==> src/rtl/alu_op_sequencer.sv <==
// alu_op_sequencer
//   Hardwired control sequencer for one register-register ALU instruction on
//   the shared-bus datapath. On an accepted start it fetches the instruction
//   (PC -> MAR, memory -> MDR -> IR, PC incremented through Z), moves Rb into Y,
//   runs the ALU against Rc and writes Z back into Ra.
//
// Optional feature macro: WIDE_RESULT_EN
//   When defined, MUL_OP / DIV_OP results are written as two words: the low
//   word to LO in T5 and the high word to HI in T6. When undefined, T6, LOin,
//   HIin and Zhighout are never asserted and every op writes Z low to Ra.
//
// Ports
//   clk, clr           clock and synchronous active-high clear
//   start              begin one instruction (sampled only in IDLE)
//   op_code            ALU operation, latched on accepted start
//   ra_sel/rb_sel/rc_sel  destination / first source / second source selects
//   mem_rdy            memory data valid while in T1
//   PCout ... Read     single-bit datapath strobes
//   Rin, Rout          one-hot register load / drive enables
//   alu_ctrl           ALU operation select (holds last driven value)
//   busy               high in every state except IDLE
//   done               one-cycle pulse in the final write-back state

module alu_op_sequencer #(
    parameter int                  NUM_REGS  = 16,
    parameter int                  SEL_W     = 4,
    parameter int                  OPCODE_W  = 5,
    parameter logic [OPCODE_W-1:0] PC_INC_OP = 5'd12,
    parameter logic [OPCODE_W-1:0] MUL_OP    = 5'd14,
    parameter logic [OPCODE_W-1:0] DIV_OP    = 5'd15
) (
    input  logic                clk,
    input  logic                clr,
    input  logic                start,
    input  logic [OPCODE_W-1:0] op_code,
    input  logic [SEL_W-1:0]    ra_sel,
    input  logic [SEL_W-1:0]    rb_sel,
    input  logic [SEL_W-1:0]    rc_sel,
    input  logic                mem_rdy,
    output logic                PCout,
    output logic                PCin,
    output logic                MARin,
    output logic                MDRin,
    output logic                MDRout,
    output logic                IRin,
    output logic                Yin,
    output logic                Zin,
    output logic                Zlowout,
    output logic                Zhighout,
    output logic                LOin,
    output logic                HIin,
    output logic                Read,
    output logic [NUM_REGS-1:0] Rin,
    output logic [NUM_REGS-1:0] Rout,
    output logic [OPCODE_W-1:0] alu_ctrl,
    output logic                busy,
    output logic                done
);

    typedef enum logic [2:0] {
        IDLE, T0, T1, T2, T3, T4, T5, T6
    } state_t;

    // Elaboration-time sanity checks on the parameter set: the selects must
    // reach every register and the special ALU codes must not collide.
    generate
        if ((2 ** SEL_W) < NUM_REGS) begin : g_sel_too_narrow
            $error("alu_op_sequencer: SEL_W too narrow for NUM_REGS");
        end
        if ((MUL_OP == PC_INC_OP) || (DIV_OP == PC_INC_OP)) begin : g_op_clash
            $error("alu_op_sequencer: MUL_OP/DIV_OP collide with PC_INC_OP");
        end
    endgenerate

    state_t              state_q, state_d;
    logic [OPCODE_W-1:0] op_q, op_d;
    logic [SEL_W-1:0]    ra_q, ra_d;
    logic [SEL_W-1:0]    rb_q, rb_d;
    logic [SEL_W-1:0]    rc_q, rc_d;
    logic [OPCODE_W-1:0] alu_ctrl_q, alu_ctrl_d;
    // Set while T1 is being repeated for a memory stall, so the one-shot
    // PC update strobes fire only in the first T1 cycle.
    logic                t1_stall_q, t1_stall_d;

    // Selects outside the register file decode to an all-zero vector.
    function automatic logic [NUM_REGS-1:0] sel_to_onehot(input logic [SEL_W-1:0] sel);
        logic [NUM_REGS-1:0] vec;
        vec = '0;
        for (int i = 0; i < NUM_REGS; i++) begin
            if (sel == SEL_W'(i)) begin
                vec[i] = 1'b1;
            end
        end
        return vec;
    endfunction

    // Next-state logic and Moore decode of the strobes from registered state.
    always_comb begin
        state_d    = state_q;
        op_d       = op_q;
        ra_d       = ra_q;
        rb_d       = rb_q;
        rc_d       = rc_q;
        t1_stall_d = 1'b0;
        alu_ctrl   = alu_ctrl_q;
        PCout      = 1'b0;
        PCin       = 1'b0;
        MARin      = 1'b0;
        MDRin      = 1'b0;
        MDRout     = 1'b0;
        IRin       = 1'b0;
        Yin        = 1'b0;
        Zin        = 1'b0;
        Zlowout    = 1'b0;
        Zhighout   = 1'b0;
        LOin       = 1'b0;
        HIin       = 1'b0;
        Read       = 1'b0;
        Rin        = '0;
        Rout       = '0;
        done       = 1'b0;

        case (state_q)
            IDLE: begin
                if (start) begin
                    state_d = T0;
                    op_d    = op_code;
                    ra_d    = ra_sel;
                    rb_d    = rb_sel;
                    rc_d    = rc_sel;
                end
            end
            T0: begin
                PCout    = 1'b1;
                MARin    = 1'b1;
                Zin      = 1'b1;
                alu_ctrl = PC_INC_OP;
                state_d  = T1;
            end
            T1: begin
                Read  = 1'b1;
                MDRin = 1'b1;
                if (!t1_stall_q) begin
                    PCin    = 1'b1;
                    Zlowout = 1'b1;
                end
                if (mem_rdy) begin
                    state_d = T2;
                end else begin
                    t1_stall_d = 1'b1;
                end
            end
            T2: begin
                MDRout  = 1'b1;
                IRin    = 1'b1;
                state_d = T3;
            end
            T3: begin
                Rout    = sel_to_onehot(rb_q);
                Yin     = 1'b1;
                state_d = T4;
            end
            T4: begin
                Rout     = sel_to_onehot(rc_q);
                Zin      = 1'b1;
                alu_ctrl = op_q;
                state_d  = T5;
            end
            T5: begin
                Zlowout = 1'b1;
`ifdef WIDE_RESULT_EN
                if ((op_q == MUL_OP) || (op_q == DIV_OP)) begin
                    LOin    = 1'b1;
                    state_d = T6;
                end else begin
                    Rin     = sel_to_onehot(ra_q);
                    done    = 1'b1;
                    state_d = IDLE;
                end
`else
                Rin     = sel_to_onehot(ra_q);
                done    = 1'b1;
                state_d = IDLE;
`endif
            end
`ifdef WIDE_RESULT_EN
            T6: begin
                Zhighout = 1'b1;
                HIin     = 1'b1;
                done     = 1'b1;
                state_d  = IDLE;
            end
`endif
            default: begin
                state_d = IDLE;
            end
        endcase

        alu_ctrl_d = alu_ctrl;
        busy       = (state_q != IDLE);
    end

    // State and latched-operand registers; clr overrides everything.
    always_ff @(posedge clk) begin
        if (clr) begin
            state_q    <= IDLE;
            op_q       <= '0;
            ra_q       <= '0;
            rb_q       <= '0;
            rc_q       <= '0;
            alu_ctrl_q <= '0;
            t1_stall_q <= 1'b0;
        end else begin
            state_q    <= state_d;
            op_q       <= op_d;
            ra_q       <= ra_d;
            rb_q       <= rb_d;
            rc_q       <= rc_d;
            alu_ctrl_q <= alu_ctrl_d;
            t1_stall_q <= t1_stall_d;
        end
    end

endmodule
==> config.mk <==
export PLATFORM = sky130hd
export DESIGN_NAME = alu_op_sequencer
export DESIGN_NICKNAME = d
export VERILOG_FILES = /design/src/rtl/alu_op_sequencer.sv
export SDC_FILE = /design/constraint.sdc
export NUM_CORES = 1
export LEC_CHECK = 0
export CORE_MARGIN = 1.5
export CORE_UTILIZATION = 42
export CTS_CLUSTER_DIAMETER = 200
export DETAILED_ROUTE_END_ITERATION = 8
export PLACE_DENSITY = 0.88
export SYNTH_ARGS = -nofsm -noshare
export SYNTH_HDL_FRONTEND = slang
export SYNTH_SLANG_ARGS = --single-unit
==> constraint.sdc <==
create_clock -name clk -period 3.57 [get_ports clk]
set_input_delay 1.071 -clock clk [delete_from_list [all_inputs] [get_ports clk]]
set_output_delay 1.071 -clock clk [all_outputs]
set_load 0.02 [all_outputs]
---- Yosys cells after proc, flatten, opt, wreduce, memory -nomap -nowiden ----
Index checks and enable logic that the tools add are counted.
storage, ports and cells
  output and inout bits ................... 52
  register bits after elaboration ......... 26
  logic and storage cells ................. 134
  input port bits ......................... 21
operators by class
  reduce and logical (&&, ||, !) cells .... 9
  bitwise gates (word level) .............. 1
  equality and inequality tests ........... 53
  muxes and demuxes ....................... 64
operators by type and width
  operator                                             count
  equality test 4 bit, second input constant           24
  two-way mux 1 bit                                    57
  equality test 4 x 3 -> 1 bit, second input constant  12
  case mux 16 bit (2 select lines)                     1
  equality test 4 x 2 -> 1 bit, second input constant  6
  case mux 3 bit (6 select lines)                      1
  two-way mux 16 bit                                   1
  equality test 4 x 1 -> 1 bit, second input constant  3
  zero test 4 bit                                      3
  case mux 5 bit (2 select lines)                      1
  equality test 3 bit, second input constant           3
  equality test 3 x 2 -> 1 bit, second input constant  2
  two-way mux 3 bit                                    2
  inequality test 2 bit, second input constant         2
  AND reduction 2 bit                                  2
  OR reduction 2 bit                                   2
  equality test 3 x 1 -> 1 bit, second input constant  1
  zero test 3 bit                                      1
  nonzero test 3 bit                                   1
  case mux 1 bit (2 select lines)                      1
  inverter 1 bit                                       1

---- Logic depth before layout (Yosys ltp) ----
Gate-level depths: netlist of the first run.
  depth after elaboration ................. 3
  gate-level depth with buffers ........... 6
  gate-level depth less buffers ........... 3

---- Worst setup path after synthesis of the first run ----
No wires, ideal clock.
  kind .................................... reg-to-output
  from .................................... reg state_q[1]
  to ...................................... out Rin[1]
  path slack .............................. 917 ps
  buffers on the path ..................... 1
  arrival ................................. 1582 ps
  data required time ...................... 2499 ps
  cell stages (with the launch flop) ...... 5
  cell sequence ........................... dfxtp_1 > clkbuf_2 > and3b_1 > nand3b_1 > nor3_1
on the way
  word-level cells in the longest chain between the ends .. 2
ends and longest elaborated chain
  element                   line  text
  start: declaration        75    state_t state_q, state_d;
  start signal: assignment  214   state_q <= state_d;
  equality test 3 bit       123   case (state_q)
  two-way mux 16 bit        123
  end: declaration          53    output logic [NUM_REGS-1:0] Rin,
No other way between the ends.

---- Final worst setup path of the first run ----
  from .................................... reg state_q[0]
  to ...................................... out Rin[0]
Same word-level chain as after synthesis.

==> results_dict.tcl, run 1 <==
set metrics [dict create \
    regArea_sq_um 520 \
    fp.dieH_um 61.9 \
    p_sw_share_pct 30.9 \
    crit_required_ps 2500 \
    yosys_warnings 0 \
    synth_area_leaders "dfxtp_1, nand2_1, a21oi_1" \
    syn_inst 202 \
    hpwl_um 3010 \
    slowest_stage "clkdlybuf4s50_1" \
    fin_skew_ps 11.9 \
    grt_max_degree 27 \
    num_io_pins 73 \
    final_util_pct 64.9 \
    period_share_pct 95.9 \
    wl_um 3930 \
    gp_congestion 0.768 \
    synth_compound_area_share_pct 11.1 \
    synth_top_area_share_pct 35.8 \
    initial_core_util_pct 43.6 \
    antenna_found_initial 0 \
    holdWs_ps 470 \
    clockBufferDepth 2 \
    layout_min_cycle_time_ps 3420 \
    maxSlewViolCount 0 \
    dr.first_iter.drc_count 56 \
    place_area_sq_um 2130 \
    ys_seq_area_share_pct 35.8 \
    vias 1541 \
    clockRootBuffer "clkbuf_4" \
    maxCapViolCount 0 \
    sequentialPowerShare_pct 50.0 \
    yosysMostFrequentCell "nand2_1" \
    powerDensity_nw_per_um2 309 \
    syn_avg_cell_area_sq_um 7.20 \
    synth-edff-count 0 \
    setup_viol 0 \
    comb_power_share_pct 27.9 \
    clk_latency_ps 320 \
    die_x_um 61.9 \
    cts_setup_buffers 0 \
    synthAdderAreaFrac_pct 0 \
    cp_top_family "simple AND/OR/NAND/NOR gates" \
    multi_input_area_sq_um 811 \
    ant_nets 0 \
    grt_pass1_vias 1352 \
    synthDistinctLibCells 32 \
    critical_path_class "flip-flop to output pin" \
    cp.depth 4 \
    yosys-mux-area-fraction_pct 5.76 \
    antenna_cells 0 \
    gr-total-overflow 0 \
    cts_tree "built" \
    pwr-share-clk_pct 22.1 \
    vias_per_cell 4.97 \
    hp-class "flip-flop to flip-flop" \
    track_usage_pct 21.0 \
    holdBufCountCts 0 \
    cts_buffers 3 \
    yosysTopAreaCell "dfxtp_1" \
    firstDrtPassIters 6 \
    peakVddDrop_v 0.000201 \
    drt_drc_violations_left 0 \
    htree_levels 1 \
    synth_top_cells_by_count "nand2_1, nor2_1, dfxtp_1, a21oi_1, nor3_1" \
    fmax_mhz 292 \
    grt_pass1_wl_um 6090 \
    ys_ff_latch 26 \
    ctsResizeCount 0 \
    worst_slack_ps 147 \
    drive_gt1_share_pct 6.06 \
    clock_sinks 26 \
    rsz0062_at_grt "no" \
    synthArstFlopShare_pct 0 \
    rows 21 \
    crit_fanout 12 \
    p_switching_uw 207 \
    crit_buf_inv 1 \
    fin_tns_setup_ps 0 \
    synth_xor_area_share_pct 0 \
    crit_path_max_incr_delay_ps 630 \
    worst_setup_path_end_kind "output pin" \
    dieArea_sq_um 3830 \
    run_status "finished clean" \
    start_kind "flip-flop" \
    ys.flop_type "dfxtp_1" \
    whs_path_depth 2 \
    port_buffers 69 \
    syn_area_sq_um 1460 \
    fin_area_sq_um 2160 \
    fillers 292 \
    hold_viol 0 \
    crit_chain "nand2b_1 > or4_1 > nor3_1 > clkdlybuf4s50_1" \
    layout.nets 286 \
    arrival_ps 2350 \
    wl_per_cell_um 12.7 \
    internal-power_uw 462 \
    place_ws_ps 534 \
    cts.reportedPaths.clkPinSlew_ps 140 \
    yosys.area_share.simple_pct 38.1 \
    rr_worst_depth 5 \
    synth_top_family_by_area "simple AND/OR/NAND/NOR gates" \
    rrSetupSlack_ps 1840 \
    p_leak_nw 0.824 \
    coreArea_sq_um 3340 \
    areaGrowthSynthToFinish_pct 48.8 \
]
[cell type report]
cell class | instances | share of cell area [%]
flip-flops and latches | 26 | 24.0
well taps | 46 | 2.66
repair buffers | 74 | 33.6
multi-input cells | 157 | 37.5
inverters | 3 | 0.520
clock buffers | 4 | 1.68
[state kept, by name, indices dropped and copies added (netlist names)]
| register | cells |
|---|---|
| alu_ctrl_q | 5 |
| op_q | 5 |
| ra_q | 4 |
| rb_q | 4 |
| rc_q | 4 |
| state_q | 3 |
| t1_stall_q | 1 |
[metrics by stage]
step | power, mW | std cells
after detailed placement | 0.527 | 306
final | 0.669 | 310
after CTS | 0.671 | 310
after global placement | 0.521 | 306
after floorplan | 0.462 | 204
after global routing | 0.701 | 310
[worst min-delay path, cell delays in order, from the launching register on]
cell     delay, ps
dfxtp_1        340
nand2_1         50
a21oi_1         50
[per-layer routing]
| layer | part of all wire [%] | global-route usage, % | vias up |
|---|---|---|---|
| li1 | - | - | 784 |
| met1 | 43 | 27.6 | 705 |
| met5 | 0 | 0 | - |
| met4 | 1.3 | 6.99 | 0 |
| met3 | 3.4 | 1.24 | 6 |
| met2 | 53 | 36.8 | 46 |
[worst paths after layout]
path                           start                    to
max          state_q[0]$_SDFFE_PP0P_                Rin[0]
min             op_q[1]$_SDFFE_PP0P_  op_q[1]$_SDFFE_PP0P_
max reg2reg  state_q[0]$_SDFFE_PP0P_  op_q[2]$_SDFFE_PP0P_
min reg2reg     op_q[1]$_SDFFE_PP0P_  op_q[1]$_SDFFE_PP0P_
[kinds of logic (layout without fill, tap and decap cells)]
group                  Yosys count  count (layout)
AO/OA/AOI/OAI                   29              29
buffers and inverters           21              81
flip-flops                      26              26
multiplexers                     8               8
other                            1               3
AND/OR/NAND/NOR                117             117
[cells in the final DEF, fill, tap and decap left out, types with 5 or more instances in the layout]
cell and instances:
buf_4 5, nand2_1 48, mux2i_1 5, a21oi_1 24, nor2b_1 5, nor3_1 8, clkdlybuf4s50_1 69, nand3_1 6
nor2_1 32, dfxtp_1 26, nand2b_1 5
[power by group through the flow]
stage	combinational, mW	clock (mW)	sequential (mW)
finish	0.187	0.148	0.335
floorplan	0.131	0	0.331
detailed placement	0.187	0	0.340
global route	0.205	0.159	0.338
CTS	0.188	0.150	0.334
global placement	0.182	0	0.339
(Power assumes the default switching activity.)
==> inputs of run 2 (changes only) <==
CORE_ASPECT_RATIO = 0.5   (was not set)
CORE_MARGIN = 2   (was 1.5)
==> results_dict.tcl, run 2 (synthesis gave the netlist of run 1 again) <==
set metrics [dict create \
    cts.reportedPaths.clkPinSlew_ps 90 \
    hp-class "flip-flop to flip-flop" \
    maxSlewViolCount 0 \
    r2r-start "state_q[0]$_SDFFE_PP0P_" \
    clk_latency_ps 270 \
    peakVddDrop_v 0.000198 \
    holdBufCountCts 0 \
    coreArea_sq_um 3380 \
    slew_headroom_pct 64.1 \
    clock_sinks 26 \
    ant_nets 0 \
    holdWs_ps 462 \
    final_cell_mix "clkdlybuf4s50_1, nand2_1, nor2_1" \
    wl_per_cell_um 12.5 \
    fin_area_sq_um 2190 \
    htree_levels 1 \
    start_kind "flip-flop" \
    clockRootBuffer "clkbuf_8" \
    fmax_mhz 299 \
    worst_setup_path_end_kind "output pin" \
    cts_tree "built" \
    ctsResizeCount 0 \
    cts_setup_buffers 0 \
    fin_skew_ps 3.22 \
    timing.rr.end "ra_q[1]$_SDFFE_PP0P_" \
    areaGrowthSynthToFinish_pct 50.8 \
    antenna_found_initial 0 \
    vias_per_cell 5.02 \
    vias 1536 \
    track_usage_pct 19.3 \
    initial_core_util_pct 43.1 \
    setup_viol 0 \
    worst_slew_pin_slew_ps 537 \
    hpwl_um 2960 \
    cts_buffers 3 \
    die_x_um 87.2 \
    port_buffers 69 \
    arrival_ps 2280 \
    critical_path_class "flip-flop to output pin" \
    drive_gt1_share_pct 6.06 \
    fp.dieH_um 45.6 \
    gp_congestion 0.792 \
    rows 15 \
    period_share_pct 93.8 \
    run_status "finished clean" \
    num_io_pins 73 \
    fin_tns_setup_ps 0 \
    dr.first_iter.drc_count 82 \
    p_leak_nw 0.839 \
    powerDensity_nw_per_um2 345 \
    gr-total-overflow 0 \
    maxCapViolCount 0 \
    crit_required_ps 2500 \
    worst_slack_ps 222 \
    wl_um 3830 \
    grt_pass1_wl_um 6040 \
    top_regs "alu_ctrl_q (5), op_q (5)" \
    antenna_cells 0 \
    crit_fanout 11 \
    hold_viol 0 \
    layout_min_cycle_time_ps 3350 \
    clockBufferDepth 2 \
    min_to "op_q[2]$_SDFFE_PP0P_" \
    rrSetupSlack_ps 1930 \
    dieArea_sq_um 3980 \
    place_ws_ps 531 \
    firstDrtPassIters 4 \
    layout.nets 286 \
    place_area_sq_um 2120 \
    grt_max_degree 18 \
    hold_start "op_q[2]$_SDFFE_PP0P_" \
    rsz0062_at_grt "no" \
    grt_pass1_vias 1375 \
    drt_drc_violations_left 0 \
    rr_worst_depth 4 \
    final_common_cell "clkdlybuf4s50_1" \
    whs_path_depth 2 \
]
## run 2: changes by cell type in the layout (fill, tap and decap cells not counted), sizes merged
| cell | previous run | this run |
|---|---|---|
| bufinv | 0 | 1 |
| clkbuf | 4 | 3 |
## run 2: through the flow
stage | cells | utilization [%] | power [mW]
after floorplan | 204 | - | 0.462
after CTS | 306 | 65.0 | 0.764
after global routing | 306 | 65.0 | 0.799
final | 306 | 65.0 | 0.757
after detailed placement | 302 | 62.9 | 0.524
after global placement | 302 | 62.9 | 0.519
## run 2: worst max-delay path by stage
stage | slack (ps) | startpoint | to | cells after the start
floorplan | 920 | state_q[1]$_SDFFE_PP0P_ | Rin[1] | 4
global placement | 610 | state_q[0]$_SDFFE_PP0P_ | Rout[15] | 4
detailed placement | 530 | state_q[0]$_SDFFE_PP0P_ | Rout[13] | 5
CTS | 220 | state_q[0]$_SDFFE_PP0P_ | Rout[13] | 5
global route | 30 | state_q[2]$_SDFFE_PP0P_ | Rout[2] | 5
finish | 220 | state_q[0]$_SDFFE_PP0P_ | Rout[13] | 5
## run 2: cell type report
class | instances | area [sq um]
clock inverter | 1 | 30.0
clock buffer | 3 | 41.3
inverter | 3 | 11.3
tap | 42 | 52.6
timing repair buffer | 74 | 728
sequential | 26 | 520
multi-input combinational | 157 | 811
fill | 290 | 1180
## run 2: power by group
group          switching (mW)  leakage, nW  total (mW)  internal [mW]
registers              0.0220        0.213       0.333          0.311
logic                  0.0969        0.590       0.186         0.0888
clock network          0.0889       0.0357       0.239          0.150
total                   0.208        0.839       0.757          0.549
## run 2: per-layer routing
metal	up-vias	GRT usage [%]	routed length [um]
li1	786	-	-
met1	716	22.4	1680
met3	0	3.62	137
met4	0	3.08	0
met5	-	0	0
met2	34	38.3	2010
## run 2: critical path, stage by stage (launching register included)
cell	delay, ps
dfxtp_1	550
buf_4	250
mux2i_1	250
nand3_1	170
nor2_1	160
clkdlybuf4s50_1	620
